**src/rtl/rv_core_pkg.sv**
```systemverilog
// Shared core types: register address/data widths and the writeback request payload.
package rv_core_pkg;

  localparam int unsigned REG_ADDR_W = 5;
  localparam int unsigned XLEN       = 32;
  localparam int unsigned NUM_REGS   = 32'(1) << REG_ADDR_W;

  typedef struct packed {
    logic [REG_ADDR_W-1:0] rd;
    logic [XLEN-1:0]       data;
  } wb_req_t;

  function automatic logic [NUM_REGS-1:0] rd_onehot(input logic [REG_ADDR_W-1:0] rd);
    rd_onehot = NUM_REGS'(1) << rd;
  endfunction

endpackage

```
**src/rtl/wb_hold_buf.sv**
```systemverilog
// One-entry writeback holding buffer with valid/ready intake; x0 writes are accepted but dropped.
module wb_hold_buf
  import rv_core_pkg::*;
(
  input  logic    clk,
  input  logic    rst,
  input  logic    in_valid,
  input  wb_req_t in_req,
  input  logic    drain,
  output logic    ready_c,
  output logic    load_c,
  output logic    buf_valid,
  output wb_req_t buf_req
);

  // Ready ignores in_valid so upstream never sees a combinational loop.
  assign ready_c = !buf_valid | drain;
  assign load_c  = in_valid & ready_c & (in_req.rd != '0);

  always_ff @(posedge clk or negedge rst) begin
    if (!rst) begin
      buf_valid <= 1'b0;
      buf_req   <= '0;
    end else if (load_c) begin
      buf_valid <= 1'b1;
      buf_req   <= in_req;
    end else if (drain) begin
      buf_valid <= 1'b0;
    end
  end

endmodule

```
**src/rtl/regfile_write_arbiter.sv**
```systemverilog
// Arbitrates ALU and LSU writebacks onto the single register-file write port,
// keeping same-rd writes in order and bounding ALU starvation.
module regfile_write_arbiter
  import rv_core_pkg::*;
#(
  parameter int unsigned STARVE_LIMIT = 4,
  parameter int unsigned CNT_W        = 3
) (
  input  logic                  clk,
  input  logic                  rst,
  input  logic                  alu_valid,
  output logic                  alu_ready,
  input  logic [REG_ADDR_W-1:0] alu_rd,
  input  logic [XLEN-1:0]       alu_data,
  input  logic                  lsu_valid,
  output logic                  lsu_ready,
  input  logic [REG_ADDR_W-1:0] lsu_rd,
  input  logic [XLEN-1:0]       lsu_data,
  output logic                  rf_writeEnable,
  output logic [REG_ADDR_W-1:0] rf_rd,
  output logic [XLEN-1:0]       rf_writeData,
  output logic [NUM_REGS-1:0]   pending_mask
);

  wb_req_t    alu_req_in, lsu_req_in, alu_buf, lsu_buf;
  logic       alu_v, lsu_v, alu_load, lsu_load;
  logic       grant_alu, grant_lsu;
  logic       lsu_older;
  logic [CNT_W-1:0] starve_cnt;

  assign alu_req_in = '{rd: alu_rd, data: alu_data};
  assign lsu_req_in = '{rd: lsu_rd, data: lsu_data};

  wb_hold_buf u_alu_buf (
    .clk       (clk),
    .rst       (rst),
    .in_valid  (alu_valid),
    .in_req    (alu_req_in),
    .drain     (grant_alu),
    .ready_c   (alu_ready),
    .load_c    (alu_load),
    .buf_valid (alu_v),
    .buf_req   (alu_buf)
  );

  wb_hold_buf u_lsu_buf (
    .clk       (clk),
    .rst       (rst),
    .in_valid  (lsu_valid),
    .in_req    (lsu_req_in),
    .drain     (grant_lsu),
    .ready_c   (lsu_ready),
    .load_c    (lsu_load),
    .buf_valid (lsu_v),
    .buf_req   (lsu_buf)
  );

  // Grant from buffer state only: same-rd goes by age, else LSU unless ALU is starved.
  always_comb begin
    grant_alu = 1'b0;
    grant_lsu = 1'b0;
    if (alu_v && lsu_v) begin
      if (alu_buf.rd == lsu_buf.rd) begin
        if (lsu_older) grant_lsu = 1'b1;
        else           grant_alu = 1'b1;
      end else if (starve_cnt == CNT_W'(STARVE_LIMIT)) begin
        grant_alu = 1'b1;
      end else begin
        grant_lsu = 1'b1;
      end
    end else if (alu_v) begin
      grant_alu = 1'b1;
    end else if (lsu_v) begin
      grant_lsu = 1'b1;
    end
  end

  // Age tracks which surviving entry arrived first; a simultaneous capture counts ALU as older.
  always_ff @(posedge clk or negedge rst) begin
    if (!rst) begin
      lsu_older <= 1'b0;
    end else if (alu_load && lsu_load) begin
      lsu_older <= 1'b0;
    end else if (alu_load && lsu_v && !grant_lsu) begin
      lsu_older <= 1'b1;
    end else if (lsu_load && alu_v && !grant_alu) begin
      lsu_older <= 1'b0;
    end
  end

  always_ff @(posedge clk or negedge rst) begin
    if (!rst) begin
      starve_cnt <= '0;
    end else if (alu_v && !grant_alu) begin
      if (starve_cnt != CNT_W'(STARVE_LIMIT)) starve_cnt <= starve_cnt + CNT_W'(1);
    end else begin
      starve_cnt <= '0;
    end
  end

  // Write-port register: address/data hold when idle.
  always_ff @(posedge clk or negedge rst) begin
    if (!rst) begin
      rf_writeEnable <= 1'b0;
      rf_rd          <= '0;
      rf_writeData   <= '0;
    end else begin
      rf_writeEnable <= grant_alu | grant_lsu;
      if (grant_alu) begin
        rf_rd        <= alu_buf.rd;
        rf_writeData <= alu_buf.data;
      end else if (grant_lsu) begin
        rf_rd        <= lsu_buf.rd;
        rf_writeData <= lsu_buf.data;
      end
    end
  end

  always_comb begin
    pending_mask = '0;
    if (alu_v)          pending_mask = pending_mask | rd_onehot(alu_buf.rd);
    if (lsu_v)          pending_mask = pending_mask | rd_onehot(lsu_buf.rd);
    if (rf_writeEnable) pending_mask = pending_mask | rd_onehot(rf_rd);
  end

endmodule

```
**config.mk**
```make
export PLATFORM = sky130hd
export DESIGN_NAME = regfile_write_arbiter
export DESIGN_NICKNAME = d
export VERILOG_FILES = /design/src/rtl/rv_core_pkg.sv /design/src/rtl/wb_hold_buf.sv /design/src/rtl/regfile_write_arbiter.sv
export SDC_FILE = /design/constraint.sdc
export NUM_CORES = 1
export LEC_CHECK = 0
export BUFFER_PORTS_ARGS = -buffer_cell sky130_fd_sc_hd__buf_2
export CORE_MARGIN = 5
export CORE_UTILIZATION = 54
export DETAILED_ROUTE_END_ITERATION = 8
export PLACE_DENSITY = 0.81
export SYNTH_ARGS = -nofsm -noshare
export SYNTH_HDL_FRONTEND = slang
export SYNTH_HIERARCHICAL = 1
export SYNTH_SLANG_ARGS = --single-unit
```
**constraint.sdc**
```tcl
create_clock -name clk -period 3.2 [get_ports clk]
set_clock_uncertainty 0.05 [all_clocks]
set_input_delay 0.32 -clock clk [delete_from_list [all_inputs] [get_ports clk]]
set_output_delay 0.32 -clock clk [all_outputs]
set_load 0.005 [all_outputs]
```
==> flow_metrics.tcl, run 1 <==
set metrics [dict create \
    status "completed" \
    antenna_found_initial 0 \
    fp.coreArea_mm2 0.0109 \
    clockPowerShare 0.257 \
    rows 38 \
    viasPerCell 6.28 \
    routed_wl_um 20300 \
    chipWidth_um 116 \
    layout-drive-gt1-share 0.363 \
    fin_crit_sh 0.909 \
    cts_buffer_depth 2 \
    vias 5542 \
    end_kind "primary output" \
    cp-start-kind "register" \
    fin_crit_ns 2.91 \
    path_cells "xnor2_1 -> nand3_1 -> or3_1 -> nand2_1 -> a21oi_1 -> nand2b_1 -> buf_2" \
    relSlewSlack 0.509 \
    dieArea_mm2 0.0134 \
    start_util 0.553 \
    grt_max_degree 61 \
    synth_top_family_by_area "compound AO/OA/AOI/OAI gates" \
    ios 150 \
    grt_overflow 0 \
    synth-edff-count 0 \
    layout.nets 809 \
    synth_mux_area_frac 0.121 \
    die_h_um 116 \
    synthCells 522 \
    internal_power_w 0.00479 \
    clkTransAtPathRegs_ns 0.06 \
    hold_viol 0 \
    p_per_area_mw_per_mm2 950 \
    synth-simple-area-share 0.116 \
    p_seq_frac 0.359 \
    synth_seq_cells 118 \
    worst_pin_slew_ns 0.737 \
    grt_pass1_vias 5871 \
    ctsResizeCount 0 \
    cp_slowest_stage_delay_ns 0.47 \
    slew_viol_final 0 \
    wl_per_cell_um 23.0 \
    numCtsBuffers 17 \
    drtIter0Drc 701 \
    ys_warn_count 6 \
    rsz0062_at_grt "false" \
    p_comb_frac 0.384 \
    syn_nets 602 \
    maxCapViolations 0 \
    synth_ff_type "dfrtp_1" \
    max_freq_mhz 344 \
    tns_ns 0 \
    path_class "reg -> out" \
    port_buffers 149 \
    async_flop_share 1.00 \
    drt_first_pass_iters 8 \
    gp_congestion 0.938 \
    synth_xor_area_frac 0.00873 \
    dp_hpwl_um 11800 \
    power_switching_w 0.00290 \
    ys_seq_area_frac 0.491 \
    antenna_left 0 \
    drc 0 \
    ir_worst_vdd_uv 533 \
    antenna_cells 0 \
    cts_num_sinks 118 \
    ctsRootBufferMaster "clkbuf_8" \
    cp.required_ns 2.83 \
    synth_area_mm2 0.00602 \
    leakage_nw 3.72 \
    arrival_ns 2.54 \
    synth.distinct_cells 45 \
    critical_path.max_fanout 9 \
    grt.total_usage 0.313 \
    clock_latency_ns 0.53 \
    area_delta_synth_final_pct 34.4 \
    synth_compound_area_frac 0.215 \
    finalPower_w 0.00768 \
    htreeDepth 4 \
    swShare 0.377 \
    synth_area_per_cell_um2 11.5 \
    hp-class "in -> reg" \
    grt_pass1_wl_um 31700 \
    finalSetupViolCount 0 \
    cts_tree "done" \
    crit_path_top_delay_cell "dfrtp_1" \
    yosys.area_share.adder 0.00416 \
]
==> worst max-delay path, delay by kind of cell (launching register included) <==
family                 cells  cell delay [ns]
buffers and inverters      1             0.21
AO/OA/AOI/OAI              1             0.09
XOR/XNOR                   1             0.19
AND/OR/NAND/NOR            4             1.06
flip-flops                 1             0.47
==> logic make-up (layout without fill, tap and decap cells) <==
logic type | count (synthesis) | in the layout
simple gates | 137 | 137
mux | 65 | 65
fa+ha+maj | 2 | 2
flops | 118 | 118
buf+inv | 47 | 267
compound gates | 147 | 147
xor+xnor | 6 | 6
==> cells in the mapped netlist, types with 4 or more instances <==
cell      count  share of area
buf_6        10          0.019
a211o_1      33          0.048
buf_2         4         0.0033
dfrtp_1     118           0.49
a22o_1       10          0.015
and2_1       37          0.038
mux2_1       28          0.052
nand2_1      46          0.029
nor2b_1       4         0.0042
xnor2_1       6         0.0087
mux2_2       36          0.067
inv_1        12         0.0075
nand2b_1      8         0.0083
o221a_2      33          0.062
nor2_1       20          0.012
a22oi_1      30          0.037
clkbuf_1     16          0.010
o21ai_0      21          0.017
nor3_1        9         0.0075
==> through the flow <==
step / setup slack [ns] / area, µm² / util / hold slack, ns / instances
final: 0.292 / 8090 / 0.743 / 0.0169 / 882
after global routing: 0.134 / 8090 / 0.743 / 0.00952 / 882
after CTS: 0.325 / 8080 / 0.742 / 0.00155 / 881
after detailed placement: 0.410 / 6840 / 0.628 / 0.370 / 786
after global placement: 0.494 / 6840 / 0.628 / 0.369 / 786
after floorplan: 0.435 / 6020 / - / -0.0256 / 522
==> power groups by stage <==
stage          Sequential [W]  Clock [W]  Combinational (W)
2_1_floorplan         0.00254          0            0.00190
3_3_place_gp          0.00264          0            0.00268
3_5_place_dp          0.00268          0            0.00276
4_1_cts               0.00268    0.00195            0.00284
5_1_grt               0.00283    0.00205            0.00317
6_report              0.00276    0.00197            0.00295
==> placed cells by master (no fill, tap or decap), types with 2 or more instances in the layout <==
| cell type | netlist | layout |
|---|---|---|
| a22oi_1 | 30 | 30 |
| nor3_1 | 9 | 9 |
| a22o_1 | 10 | 10 |
| bufinv_16 | 0 | 3 |
| o221a_2 | 33 | 33 |
| o21ai_0 | 21 | 21 |
| nor2_1 | 20 | 20 |
| buf_4 | 2 | 8 |
| nand2_1 | 46 | 46 |
| o221a_1 | 2 | 2 |
| nor2b_1 | 4 | 4 |
| a211o_1 | 33 | 33 |
| and2_1 | 37 | 37 |
| a21oi_1 | 3 | 3 |
| clkbuf_8 | 0 | 3 |
| buf_12 | 0 | 3 |
| clkinvlp_4 | 0 | 3 |
| mux2_1 | 28 | 28 |
| xnor2_1 | 6 | 6 |
| o31ai_1 | 2 | 2 |
| nor3b_1 | 2 | 2 |
| buf_2 | 4 | 148 |
| clkinv_4 | 0 | 2 |
| clkbuf_16 | 0 | 16 |
| dfrtp_1 | 118 | 118 |
| a2bb2oi_1 | 2 | 2 |
| or3_4 | 2 | 2 |
| dlygate4sd3_1 | 0 | 64 |
| nand2b_1 | 8 | 8 |
| or2_2 | 3 | 3 |
| inv_1 | 12 | 12 |
| mux2_2 | 36 | 36 |
| o311ai_4 | 2 | 2 |
| ha_1 | 2 | 2 |
| a222oi_1 | 2 | 2 |
| inv_6 | 0 | 4 |
==> timing repair <==
action                    CTS  global route
setup buffers               0             0
hold buffers               63             1
hold endpoints to repair  120             1
==> layer usage <==
metal / vias to the layer above / GRT usage / routed length [µm]
met3: 72 / 0.0616 / 1580
met5: - / 0 / 0
met2: 338 / 0.541 / 10300
met1: 2765 / 0.377 / 7590
met4: 0 / 0.148 / 820
li1: 2367 / - / -
==> sequential cells by signal (all words and copies together), names as in the netlist <==
name                 cells
lsu_older                1
rf_rd                    5
rf_writeData            32
rf_writeEnable           1
starve_cnt               3
u_alu_buf/buf_req       37
u_alu_buf/buf_valid      1
u_lsu_buf/buf_req       37
u_lsu_buf/buf_valid      1
==> worst paths after layout <==
kind                                       start                     to  slack, ns  cells after the start
setup / recovery           u_alu_buf/buf_req[33]              lsu_ready       0.29                      7
hold / removal                      alu_data[23]  u_alu_buf/buf_req[23]       0.02                      2
setup reg to reg           u_alu_buf/buf_req[33]  u_lsu_buf/buf_req[25]       0.32                      9
hold reg to reg            u_alu_buf/buf_req[22]  u_alu_buf/buf_req[22]       0.46                      1
max in group asynchronous                    rst  u_lsu_buf/buf_req[32]       1.96                      3
min in group asynchronous                    rst  u_lsu_buf/buf_req[19]       0.37                      2
==> area by class of cell <==
class	instances	area, µm²
sequential	118	2950
multi-input combinational	357	2800
fill	644	2800
timing repair buffer	223	1500
clock buffer	19	442
tap	140	175
clock inverter	13	170
inverter	12	45.0
(Power assumes the default switching activity.)
==> inputs of run 2 (changes only) <==
--- a/config.mk
+++ b/config.mk
@@ -5,6 +5,7 @@
 export SDC_FILE = /design/constraint.sdc
 export NUM_CORES = 1
 export LEC_CHECK = 0
+export ABC_AREA = 1
 export BUFFER_PORTS_ARGS = -buffer_cell sky130_fd_sc_hd__buf_2
 export CORE_MARGIN = 5
 export CORE_UTILIZATION = 54
@@ -12,5 +13,4 @@
 export PLACE_DENSITY = 0.81
 export SYNTH_ARGS = -nofsm -noshare
 export SYNTH_HDL_FRONTEND = slang
-export SYNTH_HIERARCHICAL = 1
 export SYNTH_SLANG_ARGS = --single-unit
==> run 2 against run 1 <==
  * Critical path depth rose by 2
  * Flip-flop and latch count did not move
  * Fmax rose by 1.9%
  * Clock power fell by 7%
  * Synthesized area rose by 0.27%
  * Die area rose by 0.24%
  * Worst hold slack improved by 0.0028 ns
  * Via count rose by 18%
  * Global-route usage fell by 0.071 points
  * Critical path type unchanged
==> flow_metrics.tcl, run 2 <==
set metrics [dict create \
    hold_viol 0 \
    synth_mux_area_frac 0 \
    synth_top_area_frac 0.489 \
    wl_per_cell_um 17.7 \
    yosys.area_share.adder 0.00415 \
    synth_top_family_by_area "simple AND/OR/NAND/NOR gates" \
    crit_start "u_alu_buf.buf_req[35]" \
    ctsRootBufferMaster "clkbuf_8" \
    critical_path.max_fanout 24 \
    path_class "reg -> out" \
    yosys-top-cells-count "nand2_1 (314), nand3_1 (152), dfrtp_1 (118)" \
    cts_tree "done" \
    start_util 0.554 \
    layout-drive-gt1-share 0.211 \
    grt_overflow 0 \
    synth_area_mm2 0.00603 \
    syn_nets 869 \
    routed_wl_um 20100 \
    synth-edff-count 0 \
    clock_latency_ns 0.53 \
    viasPerCell 5.75 \
    grt_max_degree 54 \
    largestRegisters "u_alu_buf.buf_req (37), u_lsu_buf.buf_req (37), rf_writeData (32)" \
    fp.coreArea_mm2 0.0109 \
    slew_viol_final 0 \
    ios 150 \
    hp-class "in -> reg" \
    dieArea_mm2 0.0134 \
    port_buffers 149 \
    ir_worst_vdd_uv 495 \
    crit_path_top_delay_cell "dfrtp_1" \
    layout_common_cells "nand2_1 (314), nand3_1 (152), buf_2 (148)" \
    grt_pass1_vias 6251 \
    status "completed" \
    maxCapViolations 0 \
    ctsResizeCount 0 \
    synth_ff_type "dfrtp_1" \
    worst_r2r_endpoint "u_lsu_buf.buf_req[5]" \
    synth_compound_area_frac 0.0191 \
    antenna_left 0 \
    synth_area_leaders "dfrtp_1 (49%), nand2_1 (20%), nand3_1 (13%)" \
    synth.distinct_cells 28 \
    path_cells "inv_2 -> nand2_1 -> nand2_1 -> nor2_2 -> nand3_1 -> nand2_2 -> nand3_4 -> buf_4 -> buf_2" \
    crit_cells 9 \
    numCtsBuffers 17 \
    cp.required_ns 2.83 \
    drc 0 \
    layout.nets 1060 \
    synthCells 789 \
    ys_warn_count 0 \
    antenna_found_initial 1 \
    fill_cells 759 \
    timing.final.ws_setup_ns 0.346 \
    end_kind "primary output" \
    finalCoreUtilization 0.730 \
    final_common_cell "nand2_1" \
    async_flop_share 1.00 \
    rr_startpoint "u_alu_buf.buf_req[35]" \
    worst_pin_slew_ns 0.657 \
    leakage_nw 4.19 \
    fin_crit_sh 0.892 \
    crit_buf_inv 3 \
    dpl.cell_count 1042 \
    layout.cells.non_filler 1134 \
    finalSetupViolCount 0 \
    cts_buffer_depth 2 \
    cp-start-kind "register" \
    r2r_cells 12 \
    p_per_area_mw_per_mm2 633 \
    synth_area_per_cell_um2 7.65 \
    htreeDepth 4 \
    drtIter0Drc 943 \
    drt_first_pass_iters 7 \
    synth_xor_area_frac 0.00435 \
    cts_num_sinks 118 \
    yosysTopAreaCell "dfrtp_1" \
    pre_cts_slack_ns 0.728 \
    clkTransAtPathRegs_ns 0.06 \
    path_delay_family "simple AND/OR/NAND/NOR gates" \
    chipWidth_um 116 \
    die_h_um 116 \
    synth_seq_cells 118 \
    cp_slowest_stage_delay_ns 0.59 \
    synth-simple-area-share 0.410 \
    grt.total_usage 0.312 \
    vias 6525 \
    area_delta_synth_final_pct 31.8 \
    dp_hpwl_um 12400 \
    critical_path.endpoint "lsu_ready" \
    gp_congestion 0.959 \
    yosysMostFrequentCell "nand2_1" \
    rows 38 \
    rsz0062_at_grt "false" \
    fin_crit_ns 2.85 \
    tns_ns 0 \
    r2r_slack_ns 0.56 \
    ys_seq_area_frac 0.489 \
    arrival_ns 2.48 \
    grt_pass1_wl_um 32400 \
    relSlewSlack 0.562 \
    max_freq_mhz 350 \
    whs_ns 0.0197 \
    path_common_cell "nand2_1" \
]
[run 2: cell types whose count changed in the layout (fill, tap and decap cells not counted), sizes merged, moves of 33 or more]
cell	before	now
a211o	33	0
o221a	35	0
nand2	46	317
mux2	64	0
and2	37	0
nand3	2	154
nand4	0	39
[run 2: cell families after synthesis]
group,count (synthesis)
simple gates,560
buf+inv,87
fa+ha+maj,2
compound gates,19
xor+xnor,3
flops,118
[run 2: tightest hold or removal path: stages]
cell     delay, ns
buf_2         0.10
nand3_1       0.07
nand2_1       0.06
[run 2: power by group]
part | internal (W) | switching [W]
registers | 0.00176 | 0.000259
logic | 0.000444 | 0.000736
clock network | 0.00112 | 0.000717
total | 0.00332 | 0.00171
[run 2: worst min-delay path by stage]
| stage | from | end | slack [ns] | depth (start not counted) |
|---|---|---|---|---|
| 2_1_floorplan | rst | lsu_older | -0.03 | 0 |
| 3_3_place_gp | rst | u_lsu_buf.buf_req[25] | 0.31 | 1 |
| 3_5_place_dp | rst | u_lsu_buf.buf_req[22] | 0.31 | 1 |
| 4_1_cts | alu_data[18] | u_alu_buf.buf_req[18] | 0.003 | 3 |
| 5_1_grt | alu_data[18] | u_alu_buf.buf_req[18] | 0.006 | 3 |
| 6_report | alu_data[18] | u_alu_buf.buf_req[18] | 0.02 | 3 |
[run 2: stage by stage]
| stage | instance area [µm²] | total power, W |
|---|---|---|
| after floorplan | 6030 | 0.00265 |
| after global placement | 6790 | 0.00309 |
| after detailed placement | 6790 | 0.00311 |
| after CTS | 7950 | 0.00499 |
| after global routing | 7950 | 0.00529 |
| final | 7950 | 0.00504 |
[run 2: layout make-up]
cell class,instances,area (µm²),share of cell area
diodes,1,2.50,0.000315
multi-input cells,584,2650,0.333
clock inverters,14,151,0.0190
flip-flops and latches,118,2950,0.371
inverters,34,128,0.0161
clock buffers,18,418,0.0526
well taps,140,175,0.0220
repair buffers,225,1480,0.186
[run 2: what timing repair did]
item	CTS	global route
hold buffers	59	0
hold endpoints to repair	102	0
setup buffers	0	0
[run 2: metal layers]
metal,global-route usage,part of all wire,up-vias
met1,0.417,0.38,3019
met4,0.122,0.039,0
met2,0.496,0.47,447
met5,0,0,-
met3,0.0752,0.11,74
li1,-,-,2985
==> inputs of run 3 (changes only) <==
==> constraint.sdc (replaced) <==
create_clock -name clk -period 3.2 [get_ports clk]
set_clock_uncertainty 0.05 [all_clocks]
set_input_delay 0.48 -clock clk [delete_from_list [all_inputs] [get_ports clk]]
set_output_delay 0.48 -clock clk [all_outputs]
set_load 0.005 [all_outputs]
==> run 3 against run 2 <==
  * Clock power up 8%
  * Flip-flop and latch count unchanged
  * Non-clock buffer count down 59
  * Count of clock-buffer cells in the layout down 1
  * Worst setup slack worse by 0.12 ns
  * Worst hold slack better by 0.091 ns
  * Combinational power down 5%
  * Wire length down 9.9%
==> flow_metrics.tcl, run 3 (synthesis gave the netlist of run 2 again) <==
set metrics [dict create \
    largestRegisters "u_alu_buf.buf_req (37), u_lsu_buf.buf_req (37), rf_writeData (32)" \
    dpl.cell_count 1041 \
    grt_max_degree 84 \
    cp.required_ns 2.67 \
    layout.nets 1001 \
    final_common_cell "nand2_1" \
    p_per_area_mw_per_mm2 688 \
    arrival_ns 2.45 \
    fin_crit_ns 2.98 \
    top_usage_layer "met2" \
    grt_util_met3 0.0574 \
    clkTransAtPathRegs_ns 0.06 \
    cp-start-kind "register" \
    antenna_cells 0 \
    grt_pass1_wl_um 29200 \
    die_h_um 116 \
    port_buffers 149 \
    grt_use_met2 0.438 \
    tns_ns 0 \
    antenna_left 0 \
    dp_hpwl_um 12300 \
    fill_cells 888 \
    hp-class "in -> reg" \
    use_met1 0.377 \
    rows 38 \
    hold_buffers 1 \
    leakage_nw 3.97 \
    viasPerCell 5.79 \
    path_class "reg -> out" \
    slew_viol_final 0 \
    rsz0062_at_grt "false" \
    ios 150 \
    worst_pin_slew_ns 0.788 \
    crit_path_top_delay_cell "dfrtp_1" \
    wl_per_cell_um 16.9 \
    numCtsBuffers 17 \
    routed_wl_um 18100 \
    ir_worst_vdd_uv 458 \
    critical_path.max_fanout 35 \
    dieArea_mm2 0.0134 \
    antenna_found_initial 0 \
    fp.coreArea_mm2 0.0109 \
    grt_pass1_vias 5798 \
    path_common_cell "nand2_1" \
    drc 0 \
    relSlewSlack 0.473 \
    fin_crit_sh 0.930 \
    grt.total_usage 0.276 \
    whs_ns 0.111 \
    maxCapViolations 0 \
    drt_first_pass_iters 6 \
    cts_setup_buffers 0 \
    multi_input_area_mm2 0.00265 \
    ctsRootBufferMaster "clkbuf_8" \
    layout_common_cells "nand2_1 (314), nand3_1 (152), buf_2 (148)" \
    status "completed" \
    gp_congestion 0.916 \
    max_freq_mhz 336 \
    htreeDepth 4 \
    finalSetupViolCount 0 \
    layout-drive-gt1-share 0.225 \
    finalCoreUtilization 0.680 \
    ctsResizeCount 0 \
    vias 6223 \
    cts_tree "done" \
    layout.cells.non_filler 1074 \
    path_cells "inv_2 -> nand2_1 -> nand2_1 -> nor2_2 -> nand4_2 -> nand3_4 -> buf_4 -> buf_2" \
    chipWidth_um 116 \
    clock_latency_ns 0.51 \
    end_kind "primary output" \
    path_delay_family "buffers and inverters" \
    cp_slowest_stage_delay_ns 0.56 \
    crit_buf_inv 3 \
    finalPower_w 0.00510 \
    hold_viol 0 \
    cts_buffer_depth 2 \
    final-seq-area_mm2 0.00295 \
    grt_overflow 0 \
    area_delta_synth_final_pct 22.8 \
    cts_num_sinks 118 \
    start_util 0.554 \
    drtIter0Drc 887 \
]
run 3: worst paths after layout:
check	to	depth (start not counted)	slack, ns	start
worst max-delay path	lsu_ready	8	0.22	u_alu_buf.buf_req[35]
worst min register to register	u_alu_buf.buf_req[8]	2	0.42	u_alu_buf.buf_req[8]
max in group asynchronous	u_lsu_buf.buf_req[36]	3	1.90	rst
worst min-delay path	u_lsu_buf.buf_req[15]	3	0.11	lsu_data[15]
worst max register to register	u_alu_buf.buf_req[36]	12	0.62	u_alu_buf.buf_req[35]
min in group asynchronous	u_lsu_buf.buf_req[22]	2	0.41	rst
run 3: per-layer routing:
metal | wire length (µm) | part of all wire
met1 | 7200 | 0.40
met2 | 8570 | 0.47
met3 | 1790 | 0.099
met4 | 567 | 0.031
met5 | 0 | 0
run 3: where the power goes:
group | switching (W) | leakage [nW] | total (W) | internal, W
sequential | 0.000240 | 1.46 | 0.00200 | 0.00176
combinational | 0.000721 | 2.21 | 0.00112 | 0.000399
clock | 0.000707 | 0.298 | 0.00198 | 0.00127
run 3: worst min-delay path: cells and delay by family:
kind,cells,cell delay (ns)
buffers and inverters,1,0.07
and+or+nand+nor,2,0.08
run 3: area by class of cell:
cell class                 count  area share
sequential                   118       0.399
multi-input combinational    584       0.357
timing repair buffer         166       0.120
clock buffer                  17      0.0559
clock inverter                15      0.0274
tap                          140      0.0236
inverter                      34      0.0172
run 3: stage by stage:
step                area (µm²)  setup WS, ns
floorplan                 6030          1.28
global placement          6780         0.789
CTS                       7410         0.262
finish                    7410         0.224
detailed placement        6780         0.658
global route              7410        0.0878
